$ cat src/rtl/dm_access_controller_if.sv
// Request/response handshake bundle between a CPU-side requester and dm_access_controller.
// The master drives requests and consumes responses; the slave is the controller.
interface dm_access_controller_if #(
    parameter int unsigned DATA_WIDTH    = 8,
    parameter int unsigned ADDRESS_WIDTH = 4
);
    logic                     req_valid;
    logic                     req_ready;
    logic                     req_write;
    logic [ADDRESS_WIDTH-1:0] req_address;
    logic [DATA_WIDTH-1:0]    req_wdata;

    logic                     rsp_valid;
    logic                     rsp_ready;
    logic                     rsp_write;
    logic [DATA_WIDTH-1:0]    rsp_rdata;

    modport master (
        output req_valid, req_write, req_address, req_wdata, rsp_ready,
        input  req_ready, rsp_valid, rsp_write, rsp_rdata
    );

    modport slave (
        input  req_valid, req_write, req_address, req_wdata, rsp_ready,
        output req_ready, rsp_valid, rsp_write, rsp_rdata
    );
endinterface

$ cat src/rtl/dm_access_controller.sv
// Single-outstanding load/store initiator for a data memory with a registered read path.
// Drives address/data/enables with exact cycle timing and returns one response per request.
module dm_access_controller #(
    parameter int unsigned DATA_WIDTH    = 8,
    parameter int unsigned ADDRESS_WIDTH = 4,
    parameter int unsigned READ_LATENCY  = 1
) (
    input  logic                     clock,
    input  logic                     reset,
    dm_access_controller_if.slave    bus,
    output logic                     busy,
    output logic [ADDRESS_WIDTH-1:0] DM_address,
    output logic                     Write_Enable,
    output logic [DATA_WIDTH-1:0]    DATA_WRITE,
    output logic                     Read_Enable,
    input  logic [DATA_WIDTH-1:0]    DATA_READ
);
    localparam int unsigned CNT_W = 3;

    typedef enum logic [2:0] {
        S_IDLE,
        S_WRITE,
        S_READ,
        S_WAIT,
        S_RESP
    } state_t;

    state_t                  state;
    logic [CNT_W-1:0]        wait_cnt;
    logic                    rsp_valid_q;
    logic                    rsp_write_q;
    logic [DATA_WIDTH-1:0]   rsp_rdata_q;

    // Ready is a decode of the state register, masked while reset is held.
    assign bus.req_ready = (state == S_IDLE) && !reset;
    assign busy          = (state != S_IDLE);
    assign bus.rsp_valid = rsp_valid_q;
    assign bus.rsp_write = rsp_write_q;
    assign bus.rsp_rdata = rsp_rdata_q;

    always_ff @(posedge clock) begin
        if (reset) begin
            state        <= S_IDLE;
            wait_cnt     <= '0;
            rsp_valid_q  <= 1'b0;
            rsp_write_q  <= 1'b0;
            rsp_rdata_q  <= '0;
            DM_address   <= '0;
            DATA_WRITE   <= '0;
            Write_Enable <= 1'b0;
            Read_Enable  <= 1'b0;
        end else begin
            case (state)
                S_IDLE: begin
                    if (bus.req_valid) begin
                        DM_address  <= bus.req_address;
                        DATA_WRITE  <= bus.req_wdata;
                        rsp_rdata_q <= bus.req_wdata;
                        rsp_write_q <= bus.req_write;
                        if (bus.req_write) begin
                            Write_Enable <= 1'b1;
                            state        <= S_WRITE;
                        end else begin
                            Read_Enable <= 1'b1;
                            state       <= S_READ;
                        end
                    end
                end
                S_WRITE: begin
                    Write_Enable <= 1'b0;
                    rsp_valid_q  <= 1'b1;
                    state        <= S_RESP;
                end
                S_READ: begin
                    Read_Enable <= 1'b0;
                    wait_cnt    <= CNT_W'(READ_LATENCY);
                    state       <= S_WAIT;
                end
                // Count down the memory's read pipeline; capture on the last stage.
                S_WAIT: begin
                    wait_cnt <= wait_cnt - CNT_W'(1);
                    if (wait_cnt <= CNT_W'(1)) begin
                        wait_cnt    <= '0;
                        rsp_rdata_q <= DATA_READ;
                        rsp_valid_q <= 1'b1;
                        state       <= S_RESP;
                    end
                end
                S_RESP: begin
                    if (bus.rsp_ready) begin
                        rsp_valid_q <= 1'b0;
                        state       <= S_IDLE;
                    end
                end
                default: begin
                    state <= S_IDLE;
                end
            endcase
        end
    end
endmodule

$ cat src/flat_wrapper.sv
// flat-port wrapper written by rule: the top's interface ports become plain ports
module dm_access_controller_flat 
#(
    parameter int unsigned DATA_WIDTH    = 8,
    parameter int unsigned ADDRESS_WIDTH = 4,
    parameter int unsigned READ_LATENCY  = 1
)
  (clock, reset, busy, DM_address, Write_Enable, DATA_WRITE, Read_Enable, DATA_READ, bus_req_valid, bus_req_write, bus_req_address, bus_req_wdata, bus_rsp_ready, bus_req_ready, bus_rsp_valid, bus_rsp_write, bus_rsp_rdata);
  dm_access_controller_if #(.DATA_WIDTH(DATA_WIDTH), .ADDRESS_WIDTH(ADDRESS_WIDTH)) bus_i ();
  input  logic clock;
  input  logic reset;
  output logic busy;
  output logic [ADDRESS_WIDTH-1:0] DM_address;
  output logic Write_Enable;
  output logic [DATA_WIDTH-1:0] DATA_WRITE;
  output logic Read_Enable;
  input  logic [DATA_WIDTH-1:0] DATA_READ;
  input wire logic [$bits(bus_i.req_valid)-1:0] bus_req_valid;
  input wire logic [$bits(bus_i.req_write)-1:0] bus_req_write;
  input wire logic [$bits(bus_i.req_address)-1:0] bus_req_address;
  input wire logic [$bits(bus_i.req_wdata)-1:0] bus_req_wdata;
  input wire logic [$bits(bus_i.rsp_ready)-1:0] bus_rsp_ready;
  output wire logic [$bits(bus_i.req_ready)-1:0] bus_req_ready;
  output wire logic [$bits(bus_i.rsp_valid)-1:0] bus_rsp_valid;
  output wire logic [$bits(bus_i.rsp_write)-1:0] bus_rsp_write;
  output wire logic [$bits(bus_i.rsp_rdata)-1:0] bus_rsp_rdata;
  assign bus_i.req_valid = bus_req_valid;
  assign bus_i.req_write = bus_req_write;
  assign bus_i.req_address = bus_req_address;
  assign bus_i.req_wdata = bus_req_wdata;
  assign bus_i.rsp_ready = bus_rsp_ready;
  assign bus_req_ready = bus_i.req_ready;
  assign bus_rsp_valid = bus_i.rsp_valid;
  assign bus_rsp_write = bus_i.rsp_write;
  assign bus_rsp_rdata = bus_i.rsp_rdata;
  dm_access_controller #(.DATA_WIDTH(DATA_WIDTH), .ADDRESS_WIDTH(ADDRESS_WIDTH), .READ_LATENCY(READ_LATENCY)) u_core (.clock(clock), .reset(reset), .bus(bus_i), .busy(busy), .DM_address(DM_address), .Write_Enable(Write_Enable), .DATA_WRITE(DATA_WRITE), .Read_Enable(Read_Enable), .DATA_READ(DATA_READ));
endmodule
$ cat config.mk
export PLATFORM = sky130hd
export DESIGN_NAME = dm_access_controller_flat
export DESIGN_NICKNAME = d
export VERILOG_FILES = /design/src/rtl/dm_access_controller_if.sv /design/src/rtl/dm_access_controller.sv /design/src/flat_wrapper.sv
export SDC_FILE = /design/constraint.sdc
export NUM_CORES = 1
export LEC_CHECK = 0
export CORE_ASPECT_RATIO = 1.2
export CORE_MARGIN = 2
export CORE_UTILIZATION = 48
export DETAILED_ROUTE_END_ITERATION = 12
export MAX_ROUTING_LAYER = met4
export PLACE_DENSITY = 0.86
export SETUP_SLACK_MARGIN = 0.5
export SYNTH_ARGS = -nofsm -noshare
export SYNTH_HDL_FRONTEND = slang
export SYNTH_SLANG_ARGS = --single-unit
$ cat constraint.sdc
create_clock -name clock -period 4 [get_ports clock]
set_input_delay 1 -clock clock [delete_from_list [all_inputs] [get_ports clock]]
set_output_delay 1 -clock clock [all_outputs]
set_load 0.005 [all_outputs]
=== Yosys cells after proc, flatten, opt, wreduce, memory -nomap -nowiden ===
Index checks and enable logic that the tools add are counted.

* Register bits after elaboration: 30
* Bits of input ports: 25
* Output and inout port bits: 26
* Logic and storage cells: 54

* Add/subtract/negate cells: 1
* Magnitude comparators: 1
* Equality and inequality tests: 9
* Mux-type cells: 19
* Reductions and logical operators: 15

{| class="wikitable"
|+ Operator list
! operator !! count
|-
| 8-bit 2-to-1 mux || 2
|-
| 8-bit one-hot mux with 2 select lines || 1
|-
| 3-bit one-hot mux with 5 select lines || 1
|-
| 3-bit AND reduction || 5
|-
| 3-bit 2-to-1 mux || 4
|-
| 2-bit inequality test, second input constant || 4
|-
| 2-bit nonzero test || 4
|-
| 3-bit by 2-bit == test with 1-bit output, second input constant || 2
|-
| 1-bit 2-to-1 mux || 6
|-
| 3-bit one-hot mux with 2 select lines || 1
|-
| 3-bit nonzero test || 2
|-
| 1-bit one-hot mux with 2 select lines || 2
|-
| 3-bit by 1-bit == test with 1-bit output, second input constant || 1
|-
| 3-bit == test, second input constant || 1
|-
| 3-bit by 1-bit <= comparator with 1-bit output, second input constant || 1
|-
| 3-bit zero test || 1
|-
| 1-bit one-hot mux with 3 select lines || 1
|-
| 3-bit by 1-bit subtractor with 3-bit output, second input constant || 1
|-
| 2-bit 2-to-1 mux || 1
|-
| 2-bit by 1-bit inequality test with 1-bit output, second input constant || 1
|-
| 2-bit AND reduction || 1
|-
| 1-bit logical AND || 1
|-
| 1-bit zero test || 1
|}

=== Longest topological paths before layout ===
Gate-level depths: netlist (run 1).

* Word-level depth: 3
* Gate-level depth with buffers: 5
* Depth with buffers taken out: 5

=== Worst setup path before layout (run 1) ===
No wires, ideal clock.

* Path kind: input to output
* Start: input port reset
* End: output port bus_req_ready
* Arrival: 1.640 ns
* Required time: 3.000 ns
* Path slack: 1.360 ns
* Cell stages on the path: 3
* Buffers on the path: 2
* Cells stage by stage: clkbuf_1 -> clkbuf_1 -> nor2_1

* Longest elaborated chain between the ends: 2

{| class="wikitable"
|+ Ends and longest elaborated chain
! item !! RTL line !! text
|-
| start: declaration || flat_wrapper.sv:11 || <nowiki>input logic reset;</nowiki>
|-
| 1-bit zero test || dm_access_controller.sv:35 || <nowiki>assign bus.req_ready = (state == S_IDLE) && !reset;</nowiki>
|-
| 1-bit logical AND || dm_access_controller.sv:35 ||
|-
| end: declaration || flat_wrapper.sv:23 || <nowiki>output wire logic [$bits(bus_i.req_ready)-1:0] bus_req_ready;</nowiki>
|}

No other way between the ends.

=== Worst setup path after layout (run 1) ===
Same ends and word-level chain as after synthesis.

==> reports/qor.csv, run 1 <==
stage;metric;value;unit
run_status;outcome;finished, final reports clean;
global_route;antenna_found_initial;0;
drt;via_per_inst;5.74;
floorplan;dieHeight;64.0;um
floorplan;ios;51;
synth;synthTopCellsByArea;dfxtp_1, nand2_1, a311oi_1, a21oi_1, buf_6;
sta;period_minus_slack;3.04;ns
global_route;grt_overflow_total;0;
power;p_clk_share;29.1;%
global_route;first_global_vias;1328;
layout;area_growth;37.9;%
cts;cts_buffer_depth;2;
sta;rsz0062_at_grt;no;
layout;fin_util;70.1;%
power;swShare;28.5;%
sta;finalMaxSlewViolations;0;
drt;vias;1418;
floorplan;die-area;0.00346;mm^2
synth;avgSynthCellArea;8.68;um^2
cts;cts_made_buffers;5;
cts;cts_sinks;30;
placement;port_buffers;50;
placement;place_area;0.00191;mm^2
drt;antenna_left;0;
critical_path;r2r_setup_slack;2.10;ns
cts;cts_resized;0;
cts;cts_tree;built;
drt;drt-total-wl;3.85;mm
synth;synthCells;166;
floorplan;initial_core_util;50.8;%
synth;yosys.area.top_type;dfxtp_1;
sta;finalSetupViolations;0;
synth;synth_edf_count;0;
power;p_int;0.584;mW
cts;post_cts_buffers;0;
synth;synthDistinctLibCells;36;
critical_path;reg2reg_from;u_core.state[1];
power;p_per_area;410;mW/mm^2
cts;postCtsHoldBufs;0;
power;p_leak;0.737;nW
critical_path;cp.arrival;2.04;ns
power;ir_drop;0.341;mV
worst_hold_path;min_path_type;flip-flop to flip-flop;
critical_path;crit_fanout;2;
synth;ys.warnings.count;0;
cts;cts_root_buf;clkbuf_4;
sta;hold_violations;0;
sta;maxSlewHeadroom;61.7;%
layout;drive_gt1_share;7.51;%
drt;wire_per_inst;15.6;um
synth;yosysMostFrequentCell;nand2_1;
synth;synthFlopType;dfxtp_1;
synth;yosys.area.top_type_share;41.7;%
critical_path;worstRegToRegCells;3;
synth;synth-seq-cells;30;
power;power.total;0.816;mW
critical_path;required;3.00;ns
layout;diodes;0;
synth;syn-num-nets;193;
global_route;track_usage;24.1;%
placement;dp_hpwl;2.73;mm
power;power.share.sequential;44.4;%
sta;fin_tns_setup;0;ns
critical_path;worstReg2RegEnd;u_core.bus.rsp_rdata[0];
global_route;grt_pass1_wl;5.91;mm
placement;place.gp.congestion;0.826;
layout;nNetsFinal;239;
sta;fmax;329;MHz
floorplan;coreArea;0.00284;mm^2
synth;seq_area_frac_synth;41.7;%
sta;finalClockSkew;0.0163;ns
critical_path;worstSetupStartpointType;primary input;
power;p_comb_share;26.5;%
synth;syn_area;0.00144;mm^2
drt;drt_iter0_drc;38;
critical_path;path_class;primary input to output port;
synth;synth_common_cells;nand2_1, dfxtp_1, a21oi_1;
sta;tightest_slew;0.574;ns
global_route;grt_max_degree;32;
layout;design_area;0.00199;mm^2
floorplan;rows;21;
critical_path;end_kind;output port;
sta;finalCritPeriodShare;76.0;%
worst_hold_path;worstHoldPathCells;2;
cts;path_clk_slew;0.08;ns
run;drv_cap;0;
sta;whs;0.460;ns
drt;drc;0;
synth;async_flop_share;0;%
cts;cts-htree-levels;2;
worst_hold_path;min_to;u_core.DATA_WRITE[7];
layout;fillers;240;
worst_hold_path;hold_path.startpoint;u_core.DATA_WRITE[7];
drt;dr.pass1.iters;4;
cts;clk_latency;0.33;ns
floorplan;die_x;54.0;um
power;switchingPower;0.232;mW
==> metrics by stage <==
stage | setup slack [ns] | std cells
finish | 0.958 | 247
global route | 0.920 | 247
CTS | 0.946 | 247
detailed placement | 0.950 | 239
global placement | 0.965 | 239
floorplan | 1.36 | 166
==> worst max-delay path by stage <==
stage | depth (start not counted) | slack [ns] | to | start
final | 3 | 0.96 | bus_req_ready | reset
after detailed placement | 3 | 0.95 | bus_req_ready | reset
after global placement | 3 | 0.96 | bus_req_ready | reset
after floorplan | 3 | 1.36 | bus_req_ready | reset
after CTS | 3 | 0.95 | bus_req_ready | reset
after global routing | 3 | 0.92 | bus_req_ready | reset
==> sequential cells by signal (all words and copies together) (netlist names) <==
signal and flops:
u_core.bus.rsp_write 1, u_core.DATA_WRITE 8, u_core.bus.rsp_valid 1, u_core.Write_Enable 1
u_core.bus.rsp_rdata 8, u_core.DM_address 4, u_core.wait_cnt 3, u_core.Read_Enable 1
u_core.state 3
==> layout make-up <==
class | count | area [um^2] | area share (%)
multi-input cells | 117 | 729 | 36.7
inverters | 6 | 22.5 | 1.13
clock buffers | 5 | 37.5 | 1.89
repair buffers | 52 | 515 | 25.9
well taps | 34 | 42.5 | 2.14
flip-flops and latches | 30 | 601 | 30.2
clock inverters | 3 | 40.0 | 2.01
==> layer usage <==
metal | up-vias | track usage, % | wire (um) | share of wire (%)
met4 | 0 | 10.9 | 131 | 3.4
li1 | 690 | - | - | -
met2 | 63 | 38.9 | 1970 | 51
met3 | 13 | 6.31 | 227 | 5.9
met1 | 652 | 27.2 | 1530 | 40
met5 | - | - | 0 | 0
==> kinds of logic (layout without fill, tap and decap cells) <==
family,after synthesis,after routing,share of synthesized area (%)
adders and majority gates,2,2,1.74
DFF,30,30,41.7
AOI/OAI and AO/OA,51,51,26.5
and+or+nand+nor,64,64,22.4
buffers and inverters,19,66,7.73
==> power groups by stage <==
stage	registers, mW	logic, mW	clock network, mW
final	0.362	0.216	0.237
after CTS	0.362	0.217	0.240
after global placement	0.366	0.207	0
after floorplan	0.360	0.120	0
after global routing	0.366	0.236	0.255
after detailed placement	0.369	0.215	0
==> worst max-delay path, stage by stage <==
cell	delay, ns
clkdlybuf4s50_1	0.42
nor2_1	0.11
clkdlybuf4s50_1	0.50
==> layout by cell type, fill, tap and decap left out, types with 2 or more instances in the layout <==
cell / Yosys / routed
a21oi_1: 21 / 21
nor3_1: 2 / 2
buf_4: 1 / 2
clkbuf_4: 0 / 5
inv_1: 6 / 6
a311oi_1: 15 / 15
ha_1: 2 / 2
nor2_1: 5 / 5
dfxtp_1: 30 / 30
o2bb2a_1: 2 / 2
clkdlybuf4s50_1: 0 / 50
nand2b_1: 3 / 3
nand2_1: 44 / 44
o21ai_0: 2 / 2
or4b_1: 2 / 2
clkinv_2: 0 / 2
Note: power is estimated with default switching activity, not from simulation.
==> run 2: changes to the inputs <==
--- a/config.mk
+++ b/config.mk
@@ -7,10 +7,10 @@
 export LEC_CHECK = 0
 export CORE_ASPECT_RATIO = 1.2
 export CORE_MARGIN = 2
-export CORE_UTILIZATION = 48
+export CORE_UTILIZATION = 44
 export DETAILED_ROUTE_END_ITERATION = 12
 export MAX_ROUTING_LAYER = met4
-export PLACE_DENSITY = 0.86
+export PLACE_DENSITY = 0.8
 export SETUP_SLACK_MARGIN = 0.5
 export SYNTH_ARGS = -nofsm -noshare
 export SYNTH_HDL_FRONTEND = slang
==> constraint.sdc (replaced) <==
create_clock -name clock -period 2.9 [get_ports clock]
set_input_delay 0.725 -clock clock [delete_from_list [all_inputs] [get_ports clock]]
set_output_delay 0.725 -clock clock [all_outputs]
set_load 0.005 [all_outputs]
==> reports/qor.csv, run 2 (synthesis results as in run 1) <==
stage;metric;value;unit;change
drt;drt_iter0_drc;32;;-16%
critical_path;worstSetupStartpointType;flip-flop;;
power;p_per_area;538;mW/mm^2;+31%
global_route;antenna_found_initial;0;;unchanged
cts;postCtsHoldBufs;0;;unchanged
floorplan;coreArea;0.00308;mm^2;+8.6%
critical_path;slowest_delay;0.47;ns;-0.03 ns
layout;final_cell_mix;clkdlybuf4s50_1, nand2_1, dfxtp_1, a21oi_1, a311oi_1;;
sta;hold_violations;0;;unchanged
critical_path;required;2.17;ns;-0.83 ns
drt;drc;0;;unchanged
layout;drive_gt1_share;8.80;%;+1.3 points
critical_path;path_buf_inv;1;;-1
sta;fin_tns_setup;0;ns;unchanged
sta;final.setup.worst_slack;0.653;ns;-0.305 ns
layout;seqCellArea;601;um^2;unchanged
sta;finalClockSkew;0.00817;ns;-0.00817 ns
layout;diodes;0;;unchanged
sta;finalSetupViolations;0;;unchanged
critical_path;r2r_setup_slack;1.08;ns;-1.02 ns
cts;cts_buffer_depth;2;;unchanged
critical_path;crit_chain;or3_1 > clkdlybuf4s50_1;;
sta;period_minus_slack;2.25;ns;
global_route;first_global_vias;1391;;+4.7%
critical_path;slowest_stage;clkdlybuf4s50_1;;
critical_path;worstReg2RegEnd;u_core.bus.rsp_rdata[0];;
placement;post-place-ws;0.387;ns;-0.564 ns
global_route;grt_pass1_wl;6.30;mm;+6.5%
floorplan;rows;22;;+4.8%
floorplan;initial_core_util;46.8;%;-4.0 points
critical_path;cp.arrival;1.52;ns;-0.52 ns
worst_hold_path;hold_path.startpoint;u_core.DATA_WRITE[2];;
floorplan;ios;51;;unchanged
sta;finalMaxSlewViolations;0;;unchanged
run_status;outcome;finished, final reports clean;;
cts;cts_sinks;30;;unchanged
floorplan;die_x;56.3;um;+4.1%
power;ir_drop;0.341;mV;-0.13%
critical_path;reg2reg_from;u_core.state[1];;
placement;dp_hpwl;2.84;mm;+3.8%
global_route;grt_max_degree;32;;unchanged
power;p_leak;0.745;nW;+1.0%
layout;multi_input_area;729;um^2;unchanged
floorplan;die-area;0.00375;mm^2;+8.5%
floorplan;dieHeight;66.7;um;+4.2%
drt;vias;1442;;+1.7%
worst_hold_path;worstHoldPathCells;2;;unchanged
layout;area_growth;38.6;%;
layout;nNetsFinal;242;;+1.3%
sta;fmax;445;MHz;
layout;fin_util;64.8;%;-5.2 points
cts;cts-htree-levels;2;;unchanged
sta;finalCritPeriodShare;77.5;%;
sta;tightest_slew;0.568;ns;-0.00681 ns
critical_path;path_class;flip-flop to output port;;
drt;dr.pass1.iters;5;;+1
cts;path_clk_slew;0.10;ns;+0.02 ns
layout;fillers;270;;+13%
global_route;track_usage;22.4;%;-1.7 points
critical_path;crit_fanout;2;;unchanged
placement;place.gp.congestion;0.849;;+2.7%
placement;port_buffers;50;;unchanged
run;drv_cap;0;;unchanged
worst_hold_path;min_path_type;flip-flop to flip-flop;;
global_route;grt_overflow_total;0;;unchanged
cts;cts_resized;1;;+1
critical_path;end_kind;output port;;
drt;wire_per_inst;15.3;um;-2.2%
sta;rsz0062_at_grt;no;;
cts;post_cts_buffers;0;;unchanged
drt;antenna_left;0;;unchanged
critical_path;worstRegToRegCells;4;;+1
cts;cts_tree;built;;
cts;clk_latency;0.34;ns;about the same
cts;cts_root_buf;clkbuf_4;;
critical_path;crit_family;buffers and inverters;;
drt;via_per_inst;5.72;;-0.33%
worst_hold_path;min_to;u_core.DATA_WRITE[2];;
drt;drt-total-wl;3.84;mm;-0.26%
layout;layout_commonest_cell;clkdlybuf4s50_1;;
sta;maxSlewHeadroom;62.2;%;+0.45 points
cts;cts_made_buffers;5;;unchanged
## run 2: worst max path at each step
stage	start	end	slack, ns	cells after the start
5_1_grt	u_core.state[1]	busy	0.58	2
6_report	u_core.state[0]	busy	0.65	2
3_5_place_dp	bus_req_valid	u_core.bus.rsp_rdata[0]	0.39	4
3_3_place_gp	reset	bus_req_ready	0.43	3
2_1_floorplan	reset	bus_req_ready	0.81	3
4_1_cts	u_core.state[0]	busy	0.64	2
## run 2: cell type report
class | count | area share, %
Clock inverter | 2 | 0.626
Tap cell | 36 | 2.25
Inverter | 6 | 1.13
Clock buffer | 6 | 2.57
Multi-Input combinational cell | 117 | 36.5
Timing Repair Buffer | 55 | 26.9
Sequential cell | 30 | 30.1
## run 2: where the power goes
group | switching [mW] | internal [mW] | total, mW
Sequential | 0.0275 | 0.457 | 0.484
Clock | 0.155 | 0.116 | 0.272
Combinational | 0.145 | 0.174 | 0.319
## run 2: tightest hold or removal path: stages, from the launching register on
cell and delay (ns):
dfxtp_1 0.32, nand2_1 0.05, a21oi_1 0.05
## run 2: routing by layer
| layer | GRT usage [%] | wire length, um |
|---|---|---|
| met4 | 10.4 | 100 |
| met2 | 38.7 | 2000 |
| met3 | 5.63 | 199 |
| met5 | - | 0 |
| met1 | 24.3 | 1540 |
## run 2: stage by stage
step	area (um^2)	power, mW	hold WS, ns	std cells
6_report	2000	1.07	0.464	252
3_5_place_dp	1940	0.815	0.452	244
5_1_grt	2000	1.13	0.484	252
2_1_floorplan	1440	0.662	0.453	166
3_3_place_gp	1940	0.802	0.441	244
4_1_cts	2000	1.08	0.465	252
